`src/rtl/c_tile_pkg.sv`:
```
`default_nettype none
// ============================================================================
//  Module   : c_tile_pkg
//  Purpose  : Shared types, constants and the row packing helper for the
//             2x2 C tile packer.
//  Revision : 1.0  initial release
// ============================================================================
package c_tile_pkg;

  // Packer control states
  typedef enum logic [1:0] {
    COLLECT = 2'd0,
    DRAIN   = 2'd1,
    EMIT    = 2'd2
  } state_t;

  // Elements per tile and row beats per tile
  localparam int TILE_BEATS = 4;
  localparam int ROW_BEATS  = 2;

  // Widest element the packing helper supports
  localparam int MAX_ELEM_W = 64;

  // Packs one row as {col1, col0}; col0 lands in the low elem_w bits.
  // Callers cast the result down to 2*elem_w bits.
  function automatic logic [2*MAX_ELEM_W-1:0] pack_row(
    input logic [MAX_ELEM_W-1:0] col0,
    input logic [MAX_ELEM_W-1:0] col1,
    input int unsigned           elem_w
  );
    logic [2*MAX_ELEM_W-1:0] lo;
    logic [2*MAX_ELEM_W-1:0] hi;
    lo = {{MAX_ELEM_W{1'b0}}, col0};
    hi = {{MAX_ELEM_W{1'b0}}, col1};
    return lo | (hi << elem_w);
  endfunction

endpackage
`default_nettype wire

```
`src/rtl/c_tile_out_reg.sv`:
```
`default_nettype none
// ============================================================================
//  Module   : c_tile_out_reg
//  Purpose  : Registered AXI-Stream source stage. A load captures a new beat
//             and raises tvalid; the beat is held unchanged under
//             backpressure and tvalid drops only after a handshake.
//  Revision : 1.0  initial release
// ============================================================================
module c_tile_out_reg #(
  parameter int W = 64
) (
  input  logic         clk,
  input  logic         rst,
  input  logic         load,
  input  logic [W-1:0] load_data,
  input  logic         load_last,
  output logic [W-1:0] tdata,
  output logic         tvalid,
  output logic         tlast,
  input  logic         tready
);

  // Load has priority: the controller only loads when the slot is empty or
  // is being handed off this very cycle, so a held beat is never overwritten.
  always_ff @(posedge clk) begin
    if (rst) begin
      tdata  <= '0;
      tvalid <= 1'b0;
      tlast  <= 1'b0;
    end else if (load) begin
      tdata  <= load_data;
      tvalid <= 1'b1;
      tlast  <= load_last;
    end else if (tvalid && tready) begin
      tvalid <= 1'b0;
      tlast  <= 1'b0;
    end
  end

endmodule
`default_nettype wire

```
`src/rtl/c_tile_packer.sv`:
```
`default_nettype none
// ============================================================================
//  Module   : c_tile_packer
//  Purpose  : Collects a 4-beat row-major 2x2 C tile, checks its framing and
//             re-emits it as two row beats {col1, col0}. Malformed tiles are
//             dropped and flagged with a frame_err pulse.
//  Options  : define C_TILE_PACKER_ERRCNT_EN to add the saturating 8-bit
//             err_cnt output.
//  Revision : 1.0  initial release
// ============================================================================
module c_tile_packer
  import c_tile_pkg::*;
#(
  parameter int DATA_W = 32,
  parameter int CNT_W  = 16
) (
  input  logic                clk,
  input  logic                rst,
  input  logic [DATA_W-1:0]   s_axis_c_tdata,
  input  logic                s_axis_c_tvalid,
  output logic                s_axis_c_tready,
  input  logic                s_axis_c_tlast,
  output logic [2*DATA_W-1:0] m_axis_r_tdata,
  output logic                m_axis_r_tvalid,
  input  logic                m_axis_r_tready,
  output logic                m_axis_r_tlast,
  output logic                tile_done,
  output logic                frame_err,
  output logic [CNT_W-1:0]    tile_cnt
`ifdef C_TILE_PACKER_ERRCNT_EN
  ,
  output logic [7:0]          err_cnt
`endif
);

  // DATA_W must not exceed MAX_ELEM_W (64) for the packing helper.

  state_t             state;
  state_t             state_next;
  logic [1:0]         beat;
  logic [1:0]         beat_next;
  logic               row;
  logic               row_next;
  logic [DATA_W-1:0]  tile_buf [TILE_BEATS];
  logic               buf_we;
  logic               in_hs;
  logic               out_hs;
  logic               load;
  logic [2*DATA_W-1:0] load_data;
  logic               load_last;
  logic               done_set;
  logic               err_set;
  logic [2*DATA_W-1:0] row0;
  logic [2*DATA_W-1:0] row1;

  // Ready is withheld while a tile is being emitted and during reset
  assign s_axis_c_tready = !rst && (state != EMIT);
  assign in_hs           = s_axis_c_tvalid && s_axis_c_tready;
  assign out_hs          = m_axis_r_tvalid && m_axis_r_tready;

  // Row images straight from the tile buffer
  assign row0 = (2*DATA_W)'(pack_row(MAX_ELEM_W'(tile_buf[0]),
                                     MAX_ELEM_W'(tile_buf[1]), DATA_W));
  assign row1 = (2*DATA_W)'(pack_row(MAX_ELEM_W'(tile_buf[2]),
                                     MAX_ELEM_W'(tile_buf[3]), DATA_W));

  // Next-state, buffer write and output-load decisions
  always_comb begin
    state_next = state;
    beat_next  = beat;
    row_next   = row;
    buf_we     = 1'b0;
    load       = 1'b0;
    load_data  = row0;
    load_last  = 1'b0;
    done_set   = 1'b0;
    err_set    = 1'b0;
    case (state)
      COLLECT: begin
        if (in_hs) begin
          buf_we = 1'b1;
          if (beat == 2'd3) begin
            beat_next = 2'd0;
            if (s_axis_c_tlast) begin
              // Elements 0 and 1 are already buffered, so row 0 can be
              // loaded on the same edge that captures element 3.
              state_next = EMIT;
              row_next   = 1'b0;
              load       = 1'b1;
              load_data  = row0;
              load_last  = 1'b0;
            end else begin
              // Overlong tile: flag once, then swallow up to its tlast
              err_set    = 1'b1;
              state_next = DRAIN;
            end
          end else if (s_axis_c_tlast) begin
            // Short tile: drop it and restart collection
            err_set   = 1'b1;
            beat_next = 2'd0;
          end else begin
            beat_next = beat + 2'd1;
          end
        end
      end
      DRAIN: begin
        if (in_hs && s_axis_c_tlast) begin
          state_next = COLLECT;
          beat_next  = 2'd0;
        end
      end
      EMIT: begin
        if (out_hs) begin
          if (row == 1'b0) begin
            load      = 1'b1;
            load_data = row1;
            load_last = 1'b1;
            row_next  = 1'b1;
          end else begin
            row_next   = 1'b0;
            done_set   = 1'b1;
            state_next = COLLECT;
          end
        end
      end
      default: begin
        state_next = COLLECT;
        beat_next  = 2'd0;
        row_next   = 1'b0;
      end
    endcase
  end

  // Control state, status pulses and tile counter
  always_ff @(posedge clk) begin
    if (rst) begin
      state     <= COLLECT;
      beat      <= 2'd0;
      row       <= 1'b0;
      tile_done <= 1'b0;
      frame_err <= 1'b0;
      tile_cnt  <= '0;
    end else begin
      state     <= state_next;
      beat      <= beat_next;
      row       <= row_next;
      tile_done <= done_set;
      frame_err <= err_set;
      if (done_set) begin
        tile_cnt <= tile_cnt + CNT_W'(1);
      end
    end
  end

  // Tile element buffer; cleared on reset so no stale data survives
  always_ff @(posedge clk) begin
    if (rst) begin
      for (int i = 0; i < TILE_BEATS; i++) begin
        tile_buf[i] <= '0;
      end
    end else if (buf_we) begin
      tile_buf[beat] <= s_axis_c_tdata;
    end
  end

`ifdef C_TILE_PACKER_ERRCNT_EN
  // Saturating count of dropped tiles, cleared only by reset
  always_ff @(posedge clk) begin
    if (rst) begin
      err_cnt <= 8'd0;
    end else if (err_set && (err_cnt != 8'hFF)) begin
      err_cnt <= err_cnt + 8'd1;
    end
  end
`else
  // Error counter not built in this configuration
`endif

  c_tile_out_reg #(
    .W (2*DATA_W)
  ) u_out_reg (
    .clk       (clk),
    .rst       (rst),
    .load      (load),
    .load_data (load_data),
    .load_last (load_last),
    .tdata     (m_axis_r_tdata),
    .tvalid    (m_axis_r_tvalid),
    .tlast     (m_axis_r_tlast),
    .tready    (m_axis_r_tready)
  );

endmodule
`default_nettype wire

```
`config.mk`:
```
export PLATFORM = sky130hd
export DESIGN_NAME = c_tile_packer
export DESIGN_NICKNAME = d
export VERILOG_FILES = /design/src/rtl/c_tile_pkg.sv /design/src/rtl/c_tile_out_reg.sv /design/src/rtl/c_tile_packer.sv
export SDC_FILE = /design/constraint.sdc
export NUM_CORES = 1
export LEC_CHECK = 0
export BUFFER_PORTS_ARGS = -buffer_cell sky130_fd_sc_hd__buf_2
export CAP_MARGIN = 10
export CORE_MARGIN = 10
export CORE_UTILIZATION = 55
export CTS_CLUSTER_DIAMETER = 120
export DETAILED_ROUTE_END_ITERATION = 16
export PLACE_DENSITY = 0.78
export SYNTH_ARGS = -nofsm -noshare
export SYNTH_HDL_FRONTEND = slang
export SYNTH_HIERARCHICAL = 1
export SYNTH_SLANG_ARGS = --single-unit
export TNS_END_PERCENT = 50
```
`constraint.sdc`:
```
create_clock -name clk -period 4.9 [get_ports clk]
set_input_delay 0.245 -clock clk [delete_from_list [all_inputs] [get_ports clk]]
set_output_delay 0.245 -clock clk [all_outputs]
set_load 0.005 [all_outputs]
```
Word level (Yosys, flattened, before mapping) --
Memory sizes are Yosys's and may differ from the RTL's. Index checks and enable logic that the tools add are counted.
Storage, ports and cells: latch bits 0, bits of input ports 37, bits in registers 89, memories kept 1, bits in read-only memories 0, bits in writable memories 128
Operators by class: reduce and logical (&&, ||, !) cells 12, multiply operators 0, bitwise logic cells 6, mux-type cells 44, div/mod/pow operators 0, equality and inequality tests 10, shift-type cells 0, order comparisons 0, $add $sub $neg 2
Memories:
- tile_buf | depth 4, bits a word 32, read ports 4, clocked after Yosys merged registers in 0, wr ports 4, RTL line c_tile_packer.sv:44 | logic [DATA_W-1:0] tile_buf [TILE_BEATS];
Operators with widths (count):
- two-way mux 64 bit | 3
- OR 32 x 64 -> 64 bit | 2
- two-way mux 32 bit | 1
- OR reduction 32 bit | 1
- two-way mux 1 bit | 26
- two-way mux 2 bit | 10
- adder 16 x 1 -> 16 bit (second input constant) | 1
- != test 2 bit (second input constant) | 7
- one-hot mux 2 bit (3 select lines) | 2
- AND reduction 5 bit | 2
- equality test 2 bit (second input constant) | 2
- logical AND 1 bit | 4
- inverter 1 bit | 4
- one-hot mux 1 bit (3 select lines) | 1
- AND reduction 3 bit | 1
- OR reduction 3 bit | 1
- adder 2 x 1 -> 2 bit (second input constant) | 1
- equality test 2 x 1 -> 1 bit (second input constant) | 1
- zero test 2 bit | 1
- one-hot mux 1 bit (2 select lines) | 1
- nonzero test 2 bit | 1
- zero test 1 bit | 1

Depth between registers and ports, before layout --
word-level depth 10, depth in mapped cells 10, depth with buffers taken out 5

Modules after synthesis --
The synthesis kept the hierarchy.
By module, submodules not included:
- c_tile_packer | cells an instance 477, instances 1, area an instance 6691.4 um^2, seq. area each 4304.1 um^2
- c_tile_out_reg | cells an instance 216, instances 1, area an instance 2367.3 um^2, seq. area each 1321.3 um^2

Worst setup path before layout --
OpenSTA, ideal clock, no wires.
path type flip-flop to flip-flop, from reg state[1], to mem tile_buf[2][0] (enable), cell stages (with the launch flop) 6, required time 4.434 ns, path slack 1.158 ns, arrival 3.277 ns, cells stage by stage dfxtp_1 > buf_4 > nor4b_2 > buf_2 > nand2_1 > o21ai_0
RTL lines:
- start, declared | RTL line c_tile_packer.sv:38 | state_t state;
- start signal, assigned | RTL line c_tile_packer.sv:144 | state <= state_next;
- end, declared | RTL line c_tile_packer.sv:44

Worst setup path after layout --
from reg state[1], to reg u_out_reg.tdata[38]
Between the ends: longest elaborated chain between the ends 5
Ends and longest elaborated chain:
- != test 2 bit | RTL line c_tile_packer.sv:57 | assign s_axis_c_tready = !rst && (state != EMIT);
- logical AND 1 bit | RTL line c_tile_packer.sv:57
- logical AND 1 bit | RTL line c_tile_packer.sv:58 | assign in_hs = s_axis_c_tvalid && s_axis_c_tready;
- two-way mux 1 bit | RTL line c_tile_packer.sv:80 | if (in_hs) begin
- one-hot mux 1 bit (2 select lines) (*) | RTL line c_tile_packer.sv:78 | case (state)
- named net load | RTL line c_tile_packer.sv:48 | logic load;
- end signal, assigned | RTL line c_tile_out_reg.sv:31 | tdata <= load_data;
- end, declared | RTL line c_tile_out_reg.sv:17 | output logic [W-1:0] tdata,
The timed path passes the listed nets; every way through them passes the cells marked *. A chain may end at the register's enable or synchronous reset.

==> flow_summary.yaml <==
sta:
  timing.fmax_mhz: 323.5
  relSlewSlack_pct: 17.60
  post-route-period-util_pct: 63.08
  fin_setup_tns_ns: 0
  rsz0062_at_grt: "false"
  tightestPinTransition_ns: 1.236
  finalClockSkew_ns: 0.01107
  drv_slew: 0
  setup_viol: 0
  hold_viol: 0
  fin_ws_ns: 1.809
  min_period_ns: 3.091
critical_path:
  critPathBufInv: 0
  critPathLaunchType: "flop"
  path_cells: "nand4b_4 -> nor2_4 -> a21o_4 -> mux2i_1 -> nor2_1"
  critPathRequiredTime_ns: 5.24
  crit_fanout: 67
  r2r-end: "u_out_reg/tdata[38]"
  arrival_ns: 3.43
  max_stage_delay_ns: 0.92
  reg2regPathDepth: 5
  end_kind: "flop"
  r2r-start: "state[1]"
  reg2reg_slack_ns: 1.81
  crit_type: "reg2reg"
  cpLargestDelayFamily: "simple AND/OR/NAND/NOR gates"
  critPathSlowestCell: "a21o_4"
synthesis:
  synth-seq-area-share_pct: 62.10
  syn_nets: 733
  synthTopCellsByCount: "and2_1 (129), edfxtp_1 (128), dfxtp_1 (89)"
  synth-edff-count: 128
  syn_area_um2: 9059
  synth_top_area_share_pct: 42.43
  ys_seq_elements: 217
  avgSynthCellArea_um2: 13.07
  async_reset_ff_share_pct: 0
  yosysMostFrequentCell: "and2_1"
  synth_area_leaders: "edfxtp_1 (42%), dfxtp_1 (20%), and2_1 (8.9%)"
  yosys_warnings: 6
  synth_cell_types: 50
  synthCells: 693
  synth_area_leader_cell: "edfxtp_1"
  ys.flop_type: "edfxtp_1"
place:
  pre_cts_ws_ns: 1.607
  placed_cell_area_um2: 9707
  dp_hpwl_um: 12000
  portBuffers: 121
  gp_congestion: 0.7459
layout:
  fill_cells: 1245
  register_area_um2: 5625
  num-nets-final: 841
  finalInstanceArea_um2: 10430
  drive_gt1_share_pct: 28.73
  area_growth_pct: 15.10
  multi_input_area_um2: 3169
route:
  wl_per_cell_um: 18.56
  drt-pass1-iter-count: 4
  drc_errors: 0
  vias: 5568
  dr.first_iter.drc_count: 339
  wl_um: 19220
  postRouteAntennaNets: 0
  viasPerCell: 5.375
clock_network:
  cts_tree: "done"
  post_cts_resize_count: 0
  clock_sinks: 217
  path_clk_slew_ns: 0.06
  cts_buffers: 23
  clock_path_buffers: 3
  cts_root_buffer: "clkbuf_16"
  post_cts_buffers: 0
  clock_latency_ns: 0.50
  postCtsHoldBufs: 0
  htree_levels: 1
floorplan:
  dieArea_um2: 22000
  start_util_pct: 56.62
  ios: 122
  die_y_um: 148.3
  coreArea_um2: 16000
  die_w_um: 148.3
  num_rows: 46
global_routing:
  antenna_found_initial: 1
  grt.overflow.total: 0
  grt.busiest_layer: "met2"
  grt_max_degree: 96
  grtUsageMet1_pct: 20.08
  use_met2_pct: 30.79
  met3_usage_pct: 3.641
  grt_pass1_wl_um: 30840
  grt_use_total_pct: 17.07
  grt_pass1_vias: 5953
worst_hold_path:
  min-delay-path-class: "in2reg"
  min_to: "state[0]"
  min_from: "s_axis_c_tlast"
  hold_depth: 2
power:
  p_per_area_nw_per_um2: 359.6
  p_sw_w: 0.0007745
  p_clk_share_pct: 42.7
  ir_worst_vdd_mv: 0.2454
  pwr-share-seq_pct: 53.6
  combPwrFrac_pct: 3.7
  p_leak_nw: 4.149
  p_int_w: 0.002975
  switching_share_pct: 20.66
run_status:
  status: "finished clean"
flow_run:
  drv_cap: 0
-- placed cells by master (no fill, tap or decap), types with 3 or more instances in the layout --
master	n
xnor2_1	5
xor2_1	5
clkinv_2	5
nand3_1	6
inv_1	3
edfxtp_1	128
mux2i_1	64
dfxtp_1	89
clkbuf_16	24
buf_4	4
nor3_1	3
buf_2	120
nand4_1	6
clkinv_1	3
or3_1	3
o21ai_0	5
clkbuf_1	7
and2_1	129
nand2_1	11
a21oi_1	12
mux2_2	64
nor2_1	79
ha_1	3
-- through the flow --
stage	power (W)	hold slack, ns	util, %	std cells
floorplan	0.002124	0.3598	-	693
global placement	0.002179	0.4658	60.67	991
detailed placement	0.002189	0.4760	60.67	991
CTS	0.003776	0.01473	65.04	1033
global route	0.003873	0.02213	65.16	1036
finish	0.003749	0.01581	65.16	1036
-- flip-flops by register name (all words and copies together), names as in the netlist --
| name | count |
|---|---|
| state | 2 |
| beat | 2 |
| tile_cnt | 16 |
| tile_done | 1 |
| frame_err | 1 |
| u_out_reg/tdata | 64 |
| row | 1 |
| tile_buf | 128 |
| u_out_reg/tlast | 1 |
| u_out_reg/tvalid | 1 |
-- power by group through the flow --
stage / Clock (W) / Combinational, W / Sequential, W
2_1_floorplan: 0 / 0.0000814 / 0.00204
3_3_place_gp: 0 / 0.000135 / 0.00204
3_5_place_dp: 0 / 0.000139 / 0.00205
4_1_cts: 0.00162 / 0.000140 / 0.00201
5_1_grt: 0.00171 / 0.000152 / 0.00202
6_report: 0.00160 / 0.000138 / 0.00201
-- logic make-up (layout without fill, tap and decap cells) --
kind of cell	after synthesis	after routing	share of synthesized area [%]
AND/OR/NAND/NOR	263	263	16.30
flip-flops	217	217	62.10
multiplexers	129	129	15.15
buffers and inverters	45	170	3.398
AO/OA/AOI/OAI	26	26	1.671
XOR/XNOR	10	10	0.9668
adder cells (fa/ha/maj)	3	3	0.4144
other	0	2	0
-- worst max path at each step --
stage | start | to | cells after the start
2_1_floorplan | state[1] | tile_buf[2][0] | 5
3_3_place_gp | rst | tile_buf[1][22] | 4
3_5_place_dp | rst | tile_buf[1][22] | 4
4_1_cts | state[1] | u_out_reg/tdata[10] | 5
5_1_grt | state[1] | u_out_reg/tdata[32] | 5
6_report | state[1] | u_out_reg/tdata[38] | 5
-- layout make-up --
type,instances,area share (%)
antenna,2,0.04800
clock buffer,33,6.276
clock inverter,9,0.4320
inverter,3,0.1080
multi-input combinational,431,30.40
sequential,217,53.95
tap,216,2.592
timing repair buffer,125,6.192
-- layer usage --
metal  up-vias  wire, um
met5         -         0
met4         0       282
met3        23      1142
met2       135      9940
met1      2775      7858
li1       2635         -
No activity file was read; power rests on OpenSTA's default activity.
